[src/rtl/definitions.sv]
// Shared core definitions: ALU opcodes, multiply-sequencer state names and constants.
package definitions;

  typedef enum logic [2:0] {
    kNOP = 3'd0,
    kADD = 3'd1,
    kSUB = 3'd2,
    kAND = 3'd3,
    kOR  = 3'd4,
    kXOR = 3'd5,
    kLSH = 3'd6
  } op_mne;

  typedef enum logic [2:0] {
    IDLE = 3'd0,
    ADD  = 3'd1,
    SHH  = 3'd2,
    SHL  = 3'd3,
    DONE = 3'd4
  } mul_state_t;

  localparam int kMulIters = 8;

endpackage

[src/rtl/mul_seq.sv]
// 8x8->16 unsigned shift-and-add multiplier that borrows the shared ALU for
// every add and shift; this block only steers operands and re-inserts carry bits.
//
// state | meaning
// IDLE  | waiting for start; last product held on prod_hi/prod_lo
// ADD   | {cbit,hi} <= hi + (lo[0] ? mc : 0)
// SHH   | hi <= {cbit, hi >> 1}, sbit <= hi[0]
// SHL   | lo <= {sbit, lo >> 1}; eighth pass goes to DONE
// DONE  | one-cycle done pulse, product valid
module mul_seq
  import definitions::*;
#(
  parameter int W = 8
) (
  input  logic         clk,
  input  logic         reset,
  input  logic         start,
  input  logic [W-1:0] mcand,
  input  logic [W-1:0] mplier,
  output logic         busy,
  output logic         done,
  output logic [W-1:0] prod_hi,
  output logic [W-1:0] prod_lo,
  output logic         alu_own,
  output logic [2:0]   alu_op,
  output logic [W-1:0] alu_in_a,
  output logic [W-1:0] alu_in_b,
  output logic         alu_ci,
  output logic         alu_rsh,
  input  logic [W-1:0] alu_rslt,
  input  logic         alu_co
);

  localparam logic [2:0] kLastIter = 3'(kMulIters - 1);

  mul_state_t   state;
  logic [W-1:0] hi, lo, mc;
  logic [2:0]   cnt;
  logic         cbit, sbit;
  op_mne        op_sel;

  assign prod_hi = hi;
  assign prod_lo = lo;
  assign alu_op  = op_sel;

  always_ff @(posedge clk) begin
    if (reset) begin
      state   <= IDLE;
      hi      <= '0;
      lo      <= '0;
      mc      <= '0;
      cnt     <= '0;
      cbit    <= 1'b0;
      sbit    <= 1'b0;
      busy    <= 1'b0;
      done    <= 1'b0;
      alu_own <= 1'b0;
    end else begin
      case (state)
        IDLE: begin
          if (start) begin
            hi      <= '0;
            lo      <= mplier;
            mc      <= mcand;
            cnt     <= '0;
            state   <= ADD;
            busy    <= 1'b1;
            alu_own <= 1'b1;
          end
        end
        ADD: begin
          hi    <= alu_rslt;
          cbit  <= alu_co;
          state <= SHH;
        end
        SHH: begin
          hi    <= {cbit, alu_rslt[W-2:0]};
          sbit  <= hi[0];
          state <= SHL;
        end
        SHL: begin
          lo  <= {sbit, alu_rslt[W-2:0]};
          cnt <= cnt + 3'd1;
          if (cnt == kLastIter) begin
            state   <= DONE;
            done    <= 1'b1;
            alu_own <= 1'b0;
          end else begin
            state <= ADD;
          end
        end
        DONE: begin
          state <= IDLE;
          done  <= 1'b0;
          busy  <= 1'b0;
        end
        default: begin
          state   <= IDLE;
          done    <= 1'b0;
          busy    <= 1'b0;
          alu_own <= 1'b0;
        end
      endcase
    end
  end

  // Operands depend on state and registers only, so no path from alu_rslt back to the ALU.
  always_comb begin
    op_sel   = kNOP;
    alu_in_a = '0;
    alu_in_b = '0;
    alu_ci   = 1'b0;
    alu_rsh  = 1'b0;
    case (state)
      ADD: begin
        op_sel   = kADD;
        alu_in_a = hi;
        alu_in_b = lo[0] ? mc : '0;
      end
      SHH: begin
        op_sel   = kLSH;
        alu_rsh  = 1'b1;
        alu_in_a = hi;
        alu_in_b = W'(1);
      end
      SHL: begin
        op_sel   = kLSH;
        alu_rsh  = 1'b1;
        alu_in_a = lo;
        alu_in_b = W'(1);
      end
      default: ;
    endcase
  end

endmodule
[config.mk]
export PLATFORM = sky130hd
export DESIGN_NAME = mul_seq
export DESIGN_NICKNAME = d
export VERILOG_FILES = /design/src/rtl/definitions.sv /design/src/rtl/mul_seq.sv
export SDC_FILE = /design/constraint.sdc
export NUM_CORES = 1
export LEC_CHECK = 0
export ABC_AREA = 1
export BUFFER_PORTS_ARGS = -buffer_cell sky130_fd_sc_hd__buf_2
export CORE_MARGIN = 5
export CORE_UTILIZATION = 47
export DETAILED_ROUTE_END_ITERATION = 8
export PLACE_DENSITY = 0.84
export REMOVE_ABC_BUFFERS = 1
export SLEW_MARGIN = 25
export SYNTH_ARGS = -nofsm -noshare
export SYNTH_HDL_FRONTEND = slang
export SYNTH_SLANG_ARGS = --single-unit
export TNS_END_PERCENT = 5
[constraint.sdc]
create_clock -name clk -period 1.6 [get_ports clk]
set_input_delay 0.08 -clock clk [delete_from_list [all_inputs] [get_ports clk]]
set_output_delay 0.08 -clock clk [all_outputs]
set_load 0.02 [all_outputs]
# Word level (Yosys, flattened, before mapping)
# Cells that the tools add are included.
# totals
mem_bits_rw,0
out_inout_bits,40
mem_count,0
in_bits,28
latch_bits,0
ff_bits,35
mem_bits_ro,0
# op_classes
mux,20
n_mul,0
div_mod_pow,0
bitwise_logic,3
reduce_logical,14
n_lt_le_gt_ge,0
addsub,1
n_shift,0
eq_ne,7
# ops
cell,n
8-bit case mux with 2 select lines,3
8-bit two-way mux,3
8-bit case mux with 3 select lines,1
3-bit case mux with 2 select lines,2
3-bit case mux with 4 select lines,1
2-bit AND reduction,5
3-bit two-way mux,3
3-bit OR reduction,3
"3-bit by 2-bit equality test with 1-bit output, second input constant",2
"3-bit equality test, second input constant",2
1-bit two-way mux,4
"2-bit inequality test, second input constant",2
1-bit case mux with 2 select lines,2
2-bit OR reduction,2
"3-bit by 1-bit adder with 3-bit output, second input constant",1
"3-bit by 1-bit equality test with 1-bit output, second input constant",1
3-bit zero test,1
1-bit NOT,3
1-bit case mux with 3 select lines,1
3-bit AND reduction,1
3-bit nonzero test,1
2-bit nonzero test,1

# Longest topological paths before layout
# Gate-level depths: netlist of run 1.
# depth
word_depth,4
ltp_mapped,8
mapped_depth_nobuf,7

# Worst setup path after synthesis of run 1
# Ideal clock, no wire load.
# synth_timing
kind,register to output
startpoint,register state[1]
endpoint,output alu_in_b[0]
arrival_time_ns,1.378
path_buffers,2
stages_incl_launch_ff,6
path_slack_ns,0.142
cell_sequence,dfxtp_1 buf_2 inv_2 nand3_2 buf_2 o31ai_1
# synth_between
elab_chain_len,3
# synth_rtl
element,line,source
start: declaration,mul_seq.sv:36,mul_state_t state;
start signal: assignment,mul_seq.sv:48,state <= IDLE;
start signal: assignment,mul_seq.sv:66,state <= ADD;
start signal: assignment,mul_seq.sv:74,state <= SHH;
3-bit by 2-bit equality test with 1-bit output,mul_seq.sv:114,case (state)
2-bit OR reduction (no source line),--,
8-bit case mux with 2 select lines (*),mul_seq.sv:114,
end: declaration,mul_seq.sv:27,"output logic [W-1:0] alu_in_b,"
# Mark *: on every way between the ends. The rest lies on a longest branch, timed or not.

# Worst setup path in the final report of run 1
# layout_timing
startpoint,register state[1]
endpoint,output alu_in_a[6]
# layout_between
elab_chain_len,3
# layout_rtl
element,line,source
3-bit by 2-bit equality test with 1-bit output / 3-bit by 1-bit equality test with 1-bit output (equally long branches),mul_seq.sv:114,
2-bit OR reduction (no source line),--,
8-bit case mux with 2 select lines (*),mul_seq.sv:114,
end: declaration,mul_seq.sv:26,"output logic [W-1:0] alu_in_a,"
# Marked as above.

==> results of run 1 <==
==> cell usage after synthesis, types with 2 or more instances <==
cell type  instances
nor2_1             7
nor2_4             2
a21oi_1           32
inv_1             14
a22o_1             7
dfxtp_1           35
ha_1               2
nand3_2            2
nand2_4            2
nor3_1            10
buf_6              2
nand2_1           54
clkbuf_1           3
o21ai_0           14
nand3_1           11
buf_4              4
inv_2              4
buf_2              4
nand2_2            2
==> state kept, by name (all words and copies together), names as in the netlist <==
register and flops:
done 1, cnt 3, busy 1, alu_own 1, sbit 1, mc 8, prod_hi 8, cbit 1
prod_lo 8, state 3
==> final cells by class <==
type,instances,share of cell area (%)
clock buffers,6,1.741
clock inverters,2,2.533
inverters,19,3.694
multi-input cells,150,34.46
flip-flops and latches,35,30.03
well taps,46,2.427
repair buffers,88,25.12
==> worst paths after layout <==
path,end
setup / recovery,alu_in_a[6]
hold / removal,mc[3]$_SDFFE_PP0P_
setup reg to reg,prod_lo[0]$_SDFFE_PP0P_
hold reg to reg,mc[1]$_SDFFE_PP0P_
==> worst register-to-register path, delay by kind of cell, from the launching register on <==
| family | cells | cell delay [ns] |
|---|---|---|
| DFF | 1 | 0.39 |
| and+or+nand+nor | 4 | 0.65 |
| AOI/OAI and AO/OA | 1 | 0.18 |
| buffers and inverters | 1 | 0.17 |
==> cells by family (layout without fill, tap and decap cells) <==
kind of cell / after synthesis / count (layout) / share of synthesized area [%]
simple gates: 91 / 91 / 26.32
compound gates: 56 / 56 / 19.42
flops: 35 / 35 / 42.98
buf+inv: 32 / 115 / 9.516
fa+ha+maj: 2 / 2 / 1.535
other cells: 1 / 1 / 0.2300
==> report_power, final <==
group | internal (W) | switching [W] | total, W
logic | 0.000274 | 0.000382 | 0.000656
clock network | 0.000488 | 0.000306 | 0.000793
registers | 0.000946 | 0.0000576 | 0.00100
total | 0.00171 | 0.000745 | 0.00245
==> timing repair <==
action	in CTS	in global routing
endpoints found under the setup margin	10	16
endpoints found under the hold margin	7	0
gates cloned	0	0
setup buffers	3	7
hold buffers	7	0
pin swaps	1	2
gates resized for setup	7	31
==> per-layer routing <==
layer	routed length, µm	vias up
li1	-	881
met3	364	5
met4	55	0
met2	2203	65
met1	1922	748
met5	0	-
==> metrics by stage <==
step / TNS (ns) / total power, W / hold slack [ns] / std cells / setup WS (ns)
floorplan: 0 / 0.001342 / 0.1491 / 204 / 0.1407
global placement: 0 / 0.001530 / 0.3490 / 321 / 0.1951
detailed placement: 0 / 0.001539 / 0.3518 / 321 / 0.1786
CTS: -0.1364 / 0.002360 / 0.01333 / 339 / -0.02625
global route: -0.1523 / 0.002570 / 0.05255 / 346 / -0.02954
finish: 0 / 0.002453 / 0.01501 / 346 / 0.01984
==> reports/qor.yml, run 1 <==
port_buffers: 66
status: "finished clean"
postSynthCellCount: 217
track_usage_pct: 19.13
hold_path_class: "in2reg"
seq_area_frac_synth_pct: 42.98
detail_route.wl_per_cell_um: 13.14
cts_htree_levels: 2
synth_area_leader_cell: "dfxtp_1"
vias: 1699
use_met2_pct: 31.55
hold_viol: 0
rsz0062_at_grt: "true"
critPathMaxFanout: 6
cts.clk_slew.worst_paths_ns: 0.11
slowest_stage: "dfxtp_4"
synth-main-ff-cell: "dfxtp_1"
antenna_cells: 0
place_area_um2: 1972
required_ns: 1.52
cts_buffer_depth: 2
slew_viol_final: 0
synth-seq-cells: 35
die_w_um: 68.90
whs_path_depth: 3
ant_nets: 0
avgSynthCellArea_um2: 7.513
arrival_ns: 1.50
critical-path-max-stage-delay_ns: 0.39
leakagePower_nw: 1.138
postSynth.asyncResetShare_pct: 0
synthToLayoutAreaGrowth_pct: 45.43
crit_path_start: "state[1]$_SDFFE_PP0P_"
multi_input_area_um2: 817.0
hold_path_startpoint: "mcand[3]"
drtPass1Iterations: 4
crit_chain: "buf_6 > nand2_8 > nand2_8 > buf_4 > a22o_1 > buf_6"
rows: 21
yosysUniqueCellTypes: 25
path_delay_family: "buffers and inverters"
layout_commonest_cell: "buf_2"
drive_gt1_share_pct: 35.67
start_kind: "flip-flop"
rrSetupSlack_ns: 0.13
synth_top_area_share_pct: 42.98
num_io_pins: 68
regArea_um2: 711.9
r2r_cells: 6
grt_pass1_vias: 1522
worst_setup_path_end_kind: "output port"
ys_top_cells_by_area: "dfxtp_1 43%, nand2_1 12%, a21oi_1 9.8%"
initial_utilization_pct: 48.86
final_nets: 329
grt_busiest_layer: "met2"
antenna_found_initial: 0
dp_hpwl_um: 2914
first_iter_violations: 84
design_area_um2: 2371
netlist_area_um2: 1630
ir_worst_vdd_mv: 0.6433
setup-violations-final: 0
core_area_um2: 3337
grt.overflow.total: 0
fin_crit_sh_pct: 98.76
crit_buf_inv: 3
fill_cells: 265
grt_first_pass_wirelength_um: 6775
gp_congestion: 0.7792
fp.dieH_um: 68.90
post_drt_via_cell_ratio: 4.910
worstSkewPairLatency_ns: 0.35
critPathKind: "reg2out"
cap_violations: 0
drc_errors: 0
cts_buffers: 5
finalClockSkew_ns: 0.01118
path_depth: 6
synth_edf_count: 0
routed_wl_um: 4545
yosysWarnings: 0
utilization_pct: 71.05
grt_max_degree: 23
rr_startpoint: "state[2]$_SDFFE_PP0P_"
period_needed_ns: 1.580
p_per_area_nw_per_um2: 1034
cts_tree: "yes"
grt_use_met3_pct: 4.700
dieArea_um2: 4747
met1_usage_pct: 24.00
fmax_mhz: 632.8
root_buffer: "clkbuf_4"
cts_sinks: 35
final_cell_mix: "58 x buf_2, 54 x nand2_1, 32 x a21oi_1, 32 x dfxtp_1, 14 x inv_1"
Power figures use the tool's default switching activity.
==> run 2: changes to the inputs <==
Settings changed: CORE_UTILIZATION 47 to 38, PLACE_DENSITY 0.84 to 0.71.
==> run 2 against run 1 <==
- final cell count decreased by 3.2%
- sequential power about the same
- setup slack improved by 0.020 ns
- hold slack improved by 0.038 ns
- global-route usage decreased by 3.2 points
- design area decreased by 11%
- critical endpoint is now alu_in_b[0]
- largest power group unchanged
==> reports/qor.yml, run 2 (synthesized netlist as in run 1, its figures left out) <==
status: "finished clean"
fin_crit_sh_pct: 97.50  # -1.3 points
vias: 1633  # -3.9%
drtPass1Iterations: 4  # unchanged
pwr-share-comb_pct: 25.1  # -1.6 points
slowest_stage: "dfxtp_2"
ir_worst_vdd_mv: 0.5089  # -21%
pwr-share-clk_pct: 28.2  # -4.1 points
dp_cells: 325  # +1.2%
finalSetupTns_ns: 0  # unchanged
root_buffer: "clkbuf_8"
core_area_um2: 4086  # +22%
critPathMaxFanout: 12  # +6
grt_pass1_vias: 1497  # -1.6%
routed_wl_um: 4317  # -5.0%
grt_first_pass_wirelength_um: 6906  # +1.9%
p_int_w: 0.001438  # -16%
holdWs_ns: 0.05326  # +0.03825 ns
final_cells: 335  # -3.2%
grt_max_degree: 23  # unchanged
grt.overflow.total: 0  # unchanged
hold_viol: 0  # unchanged
slew_viol_final: 0  # unchanged
rsz0062_at_grt: "true"
critPathKind: "reg2out"
crit_buf_inv: 3  # unchanged
worst_setup_path_end_kind: "output port"
setup-violations-final: 0  # unchanged
first_iter_violations: 69  # -18%
hold_path_class: "in2reg"
rr_startpoint: "cnt[0]$_SDFFE_PP0P_"
fmax_mhz: 641.0  # +1.3%
track_usage_pct: 15.90  # -3.2 points
fp.dieH_um: 75.50  # +9.6%
antenna_cells: 0  # unchanged
initial_utilization_pct: 39.90  # -9.0 points
synthToLayoutAreaGrowth_pct: 29.09
rows: 23  # +9.5%
seqPwrFrac_pct: 46.7  # +5.8 points
layout_commonest_cell: "buf_2"
worstSkewPairLatency_ns: 0.28  # -0.07 ns
final_nets: 314  # -4.6%
cts_buffers: 5  # unchanged
gp_congestion: 0.8018  # +2.9%
fill_cells: 429  # +62%
detail_route.wl_per_cell_um: 12.89  # -1.9%
num_io_pins: 68  # unchanged
crit_path_start: "state[2]$_SDFFE_PP0P_"
swShare_pct: 32.92  # +2.5 points
dieArea_um2: 5700  # +20%
cap_violations: 0  # unchanged
path_delay_family: "buffers and inverters"
ant_nets: 0  # unchanged
place_area_um2: 1977  # +0.25%
hold_path_startpoint: "alu_rslt[5]"
required_ns: 1.52  # about the same
cts_htree_levels: 2  # unchanged
finalClockSkew_ns: 0.007302  # -0.003880 ns
multi_input_area_um2: 790.8  # -3.2%
leakagePower_nw: 1.037  # -8.8%
period_needed_ns: 1.560  # -0.02011 ns
regArea_um2: 704.4  # -1.1%
final_cell_mix: "64 x buf_2, 54 x nand2_1, 32 x a21oi_1, 32 x dfxtp_1"
start_kind: "flip-flop"
drc_errors: 0  # unchanged
cts_tree: "yes"
design_area_um2: 2105  # -11%
p_sw_w: 0.0007055  # -5.3%
die_w_um: 75.50  # +9.6%
cts.clk_slew.worst_paths_ns: 0.07  # -0.04 ns
port_buffers: 66  # unchanged
p_per_area_nw_per_um2: 1018  # -1.6%
critical-path-max-stage-delay_ns: 0.35  # -0.04 ns
dp_hpwl_um: 3087  # +6.0%
drive_gt1_share_pct: 33.33  # -2.3 points
cts_sinks: 35  # unchanged
arrival_ns: 1.48  # -0.02 ns
antenna_found_initial: 0  # unchanged
crit_chain: "inv_2 > nand3_2 > buf_6 > o31ai_1 > buf_2"
cts_buffer_depth: 2  # unchanged
post_drt_via_cell_ratio: 4.875  # -0.73%
==> run 2: area by class of cell <==
cell class	instances	area share [%]
clock inverter	1	0.2378
multi-input combinational	150	37.57
inverter	19	3.508
clock buffer	7	3.627
timing repair buffer	73	18.61
sequential	35	33.47
tap	50	2.973
==> run 2: tightest hold or removal path: stages <==
cell,delay [ns]
buf_2,0.10
nand2_1,0.05
a21oi_1,0.05
==> run 2: per-layer routing <==
layer,vias to the layer above,share of wire (%),GRT usage [%],wire [µm]
li1,846,-,-,-
met1,724,47,21.61,2026
met2,61,43,24.54,1877
met3,2,9.0,3.958,389
met4,0,0.53,5.631,23
met5,-,0,0,0
==> run 2: final timing paths <==
check,slack (ns),depth (start not counted),endpoint
worst max-delay path,0.04,5,alu_in_b[0]
worst min-delay path,0.05,3,prod_hi[5]$_SDFFE_PP0P_
worst max register to register,0.16,6,alu_own$_SDFFE_PP0P_
worst min register to register,0.45,2,mc[0]$_SDFFE_PP0P_
==> run 2: power groups by stage <==
stage / clock network [W] / logic, W / registers, W
finish: 0.000605 / 0.000538 / 0.00100
global route: 0.000661 / 0.000597 / 0.00101
CTS: 0.000621 / 0.000533 / 0.00100
detailed placement: 0 / 0.000529 / 0.00102
global placement: 0 / 0.000524 / 0.00101
floorplan: 0 / 0.000277 / 0.00107
==> run 2: stage by stage <==
step                      total power (W)  setup WS [ns]  util [%]
after floorplan                  0.001342         0.1407         -
after global placement           0.001538         0.1926     48.38
after detailed placement         0.001545         0.1551     48.38
after CTS                        0.002154       0.006151     50.67
after global routing             0.002269       -0.03638     51.50
final                            0.002143        0.03995     51.50
==> run 2: repair_timing <==
action,4_1_cts,5_1_grt
hold buffers,0,0
pin swaps,0,0
endpoints found under the setup margin,8,14
buffers inserted,0,2
resized for setup,4,5
==> run 3: changes to the inputs <==
Clock period 1.6 ns to 1.7 ns, I/O delays scaled along.
==> run 3 against run 2 <==
- clock power decreased by 6.9%
- clock-buffer cell count unchanged
- first-iteration DRC count decreased by 1.4%
- via count decreased by 0.12%
- hold slack improved by 0.014 ns
- register-to-register slack improved by 0.10 ns
- utilization decreased by 1.0 points
- sequential cell count unchanged
- design area decreased by 2.0%
- combinational power decreased by 8.6%
- global-route usage decreased by 0.61 points
- sequential share of layout area increased by 0.55 points
- largest cell class unchanged
==> reports/qor.yml, run 3 (synthesized netlist as in run 1, its figures left out) <==
utilization_pct: 50.49  # -1.0 points
rr_startpoint: "cnt[0]$_SDFFE_PP0P_"
met3_length_um: 418  # +7.5%
core_area_um2: 4086  # unchanged
hold_viol: 0  # unchanged
place_area_um2: 1969  # -0.38%
cts_buffers: 5  # unchanged
critPathMaxFanout: 12  # unchanged
post_drt_via_cell_ratio: 4.913  # +0.78%
track_usage_pct: 15.28  # -0.61 points
pwr-share-comb_pct: 24.6  # -0.5 points
worst_setup_path_end_kind: "output port"
fp.dieH_um: 75.50  # unchanged
drive_gt1_share_pct: 31.91  # -1.4 points
fill_cells: 421  # -1.9%
seqPwrFrac_pct: 47.2  # +0.5 points
wl_met2_um: 1783  # -5.0%
first_iter_violations: 68  # -1.4%
finalSetupTns_ns: 0  # unchanged
hold_path_startpoint: "alu_rslt[6]"
pwr-share-clk_pct: 28.2  # about the same
crit_path_start: "state[0]$_SDFFE_PP0P_"
arrival_ns: 1.55  # +0.07 ns
required_ns: 1.62  # +0.10 ns
layout_commonest_cell: "buf_2"
rows: 23  # unchanged
met1Wirelength_um: 2021  # -0.25%
hold_path_class: "in2reg"
drtPass1Iterations: 4  # unchanged
grt_pass1_vias: 1440  # -3.8%
dieArea_um2: 5700  # unchanged
power_w: 0.001997  # -6.8%
cts_buffer_depth: 2  # unchanged
setup-violations-final: 0  # unchanged
root_buffer: "clkbuf_8"
dp_hpwl_um: 3040  # -1.5%
worstSkewPairLatency_ns: 0.28  # about the same
ir_worst_vdd_mv: 0.5784  # +14%
antenna_cells: 0  # unchanged
port_buffers: 66  # unchanged
cts_sinks: 35  # unchanged
vias: 1631  # -0.12%
drc_errors: 0  # unchanged
slew_viol_final: 0  # unchanged
fin_crit_sh_pct: 96.19
grt.overflow.total: 0  # unchanged
cts_tree: "yes"
holdWs_ns: 0.06701  # +0.01374 ns
leakagePower_nw: 1.021  # -1.6%
synthToLayoutAreaGrowth_pct: 26.55
hold_buffers: 0  # unchanged
highest_layer: "met4"
antenna_found_initial: 0  # unchanged
final_nets: 311  # -0.96%
cts_htree_levels: 2  # unchanged
finalClockSkew_ns: 0.004648  # -0.002655 ns
critPathKind: "reg2out"
status: "finished clean"
start_kind: "flip-flop"
detail_route.wl_per_cell_um: 12.76  # -0.97%
p_int_w: 0.001346  # -6.4%
die_w_um: 75.50  # unchanged
gp_congestion: 0.8528  # +6.4%
grt_max_degree: 23  # unchanged
num_io_pins: 68  # unchanged
routed_wl_um: 4237  # -1.9%
fmax_mhz: 611.5
grt_first_pass_wirelength_um: 6699  # -3.0%
ant_nets: 0  # unchanged
swShare_pct: 32.59  # -0.33 points
period_needed_ns: 1.635
p_per_area_nw_per_um2: 967.8  # -5.0%
initial_utilization_pct: 39.90  # unchanged
final_cell_mix: "66 x buf_2, 54 x nand2_1, 34 x dfxtp_1"
p_sw_w: 0.0006508  # -7.8%
rsz0062_at_grt: "true"
cts.clk_slew.worst_paths_ns: 0.07  # about the same
cap_violations: 0  # unchanged
design_area_um2: 2063  # -2.0%
-- run 3: changes by cell type in the layout (fill, tap and decap cells not counted) --
cell	change
dfxtp_2	-2
buf_2	+2
nand3_4	-1
nand3_2	+1
buf_4	-4
buf_6	-1
dfxtp_1	+2
-- run 3: worst paths after layout --
check / to / slack (ns) / cells past startpoint
worst max-delay path: alu_in_b[0] / 0.06 / 4
worst min-delay path: prod_hi[6]$_SDFFE_PP0P_ / 0.07 / 3
worst max register to register: alu_own$_SDFFE_PP0P_ / 0.26 / 6
worst min register to register: mc[6]$_SDFFE_PP0P_ / 0.46 / 2
-- run 3: final cells by class --
class | instances | area (µm²) | share of cell area [%]
multi-input cells | 150 | 783.3 | 37.96
flip-flops and latches | 35 | 701.9 | 34.02
repair buffers | 70 | 360.3 | 17.47
clock buffers | 7 | 76.32 | 3.699
inverters | 19 | 73.82 | 3.578
well taps | 50 | 62.56 | 3.032
clock inverters | 1 | 5.005 | 0.2426
-- run 3: power by group through the flow --
stage / registers, W / clock network, W / logic [W]
floorplan: 0.00100 / 0 / 0.000260
global placement: 0.000959 / 0 / 0.000484
detailed placement: 0.000960 / 0 / 0.000488
CTS: 0.000942 / 0.000585 / 0.000491
global route: 0.000951 / 0.000615 / 0.000548
finish: 0.000942 / 0.000563 / 0.000492
-- run 3: through the flow --
stage,instances,worst slack [ns]
3_5_place_dp,324,0.2660
3_3_place_gp,324,0.2756
2_1_floorplan,204,0.2357
5_1_grt,332,-0.005021
6_report,332,0.06475
4_1_cts,332,0.0008497
-- run 3: repair_timing --
item	4_1_cts	5_1_grt
setup endpoints to repair	7	8
setup buffers	0	0
resized for setup	1	2
-- run 3: routing by layer --
metal,up-vias,track usage (%)
met2,61,23.20
met1,725,20.66
met4,0,4.854
li1,843,-
met5,-,0
met3,2,4.881
-- run 3: worst max-delay path, cell delays in order (launching register included) --
cell and delay, ns:
dfxtp_1 0.50, nand3_2 0.18, buf_4 0.22, o31ai_1 0.18
buf_2 0.20
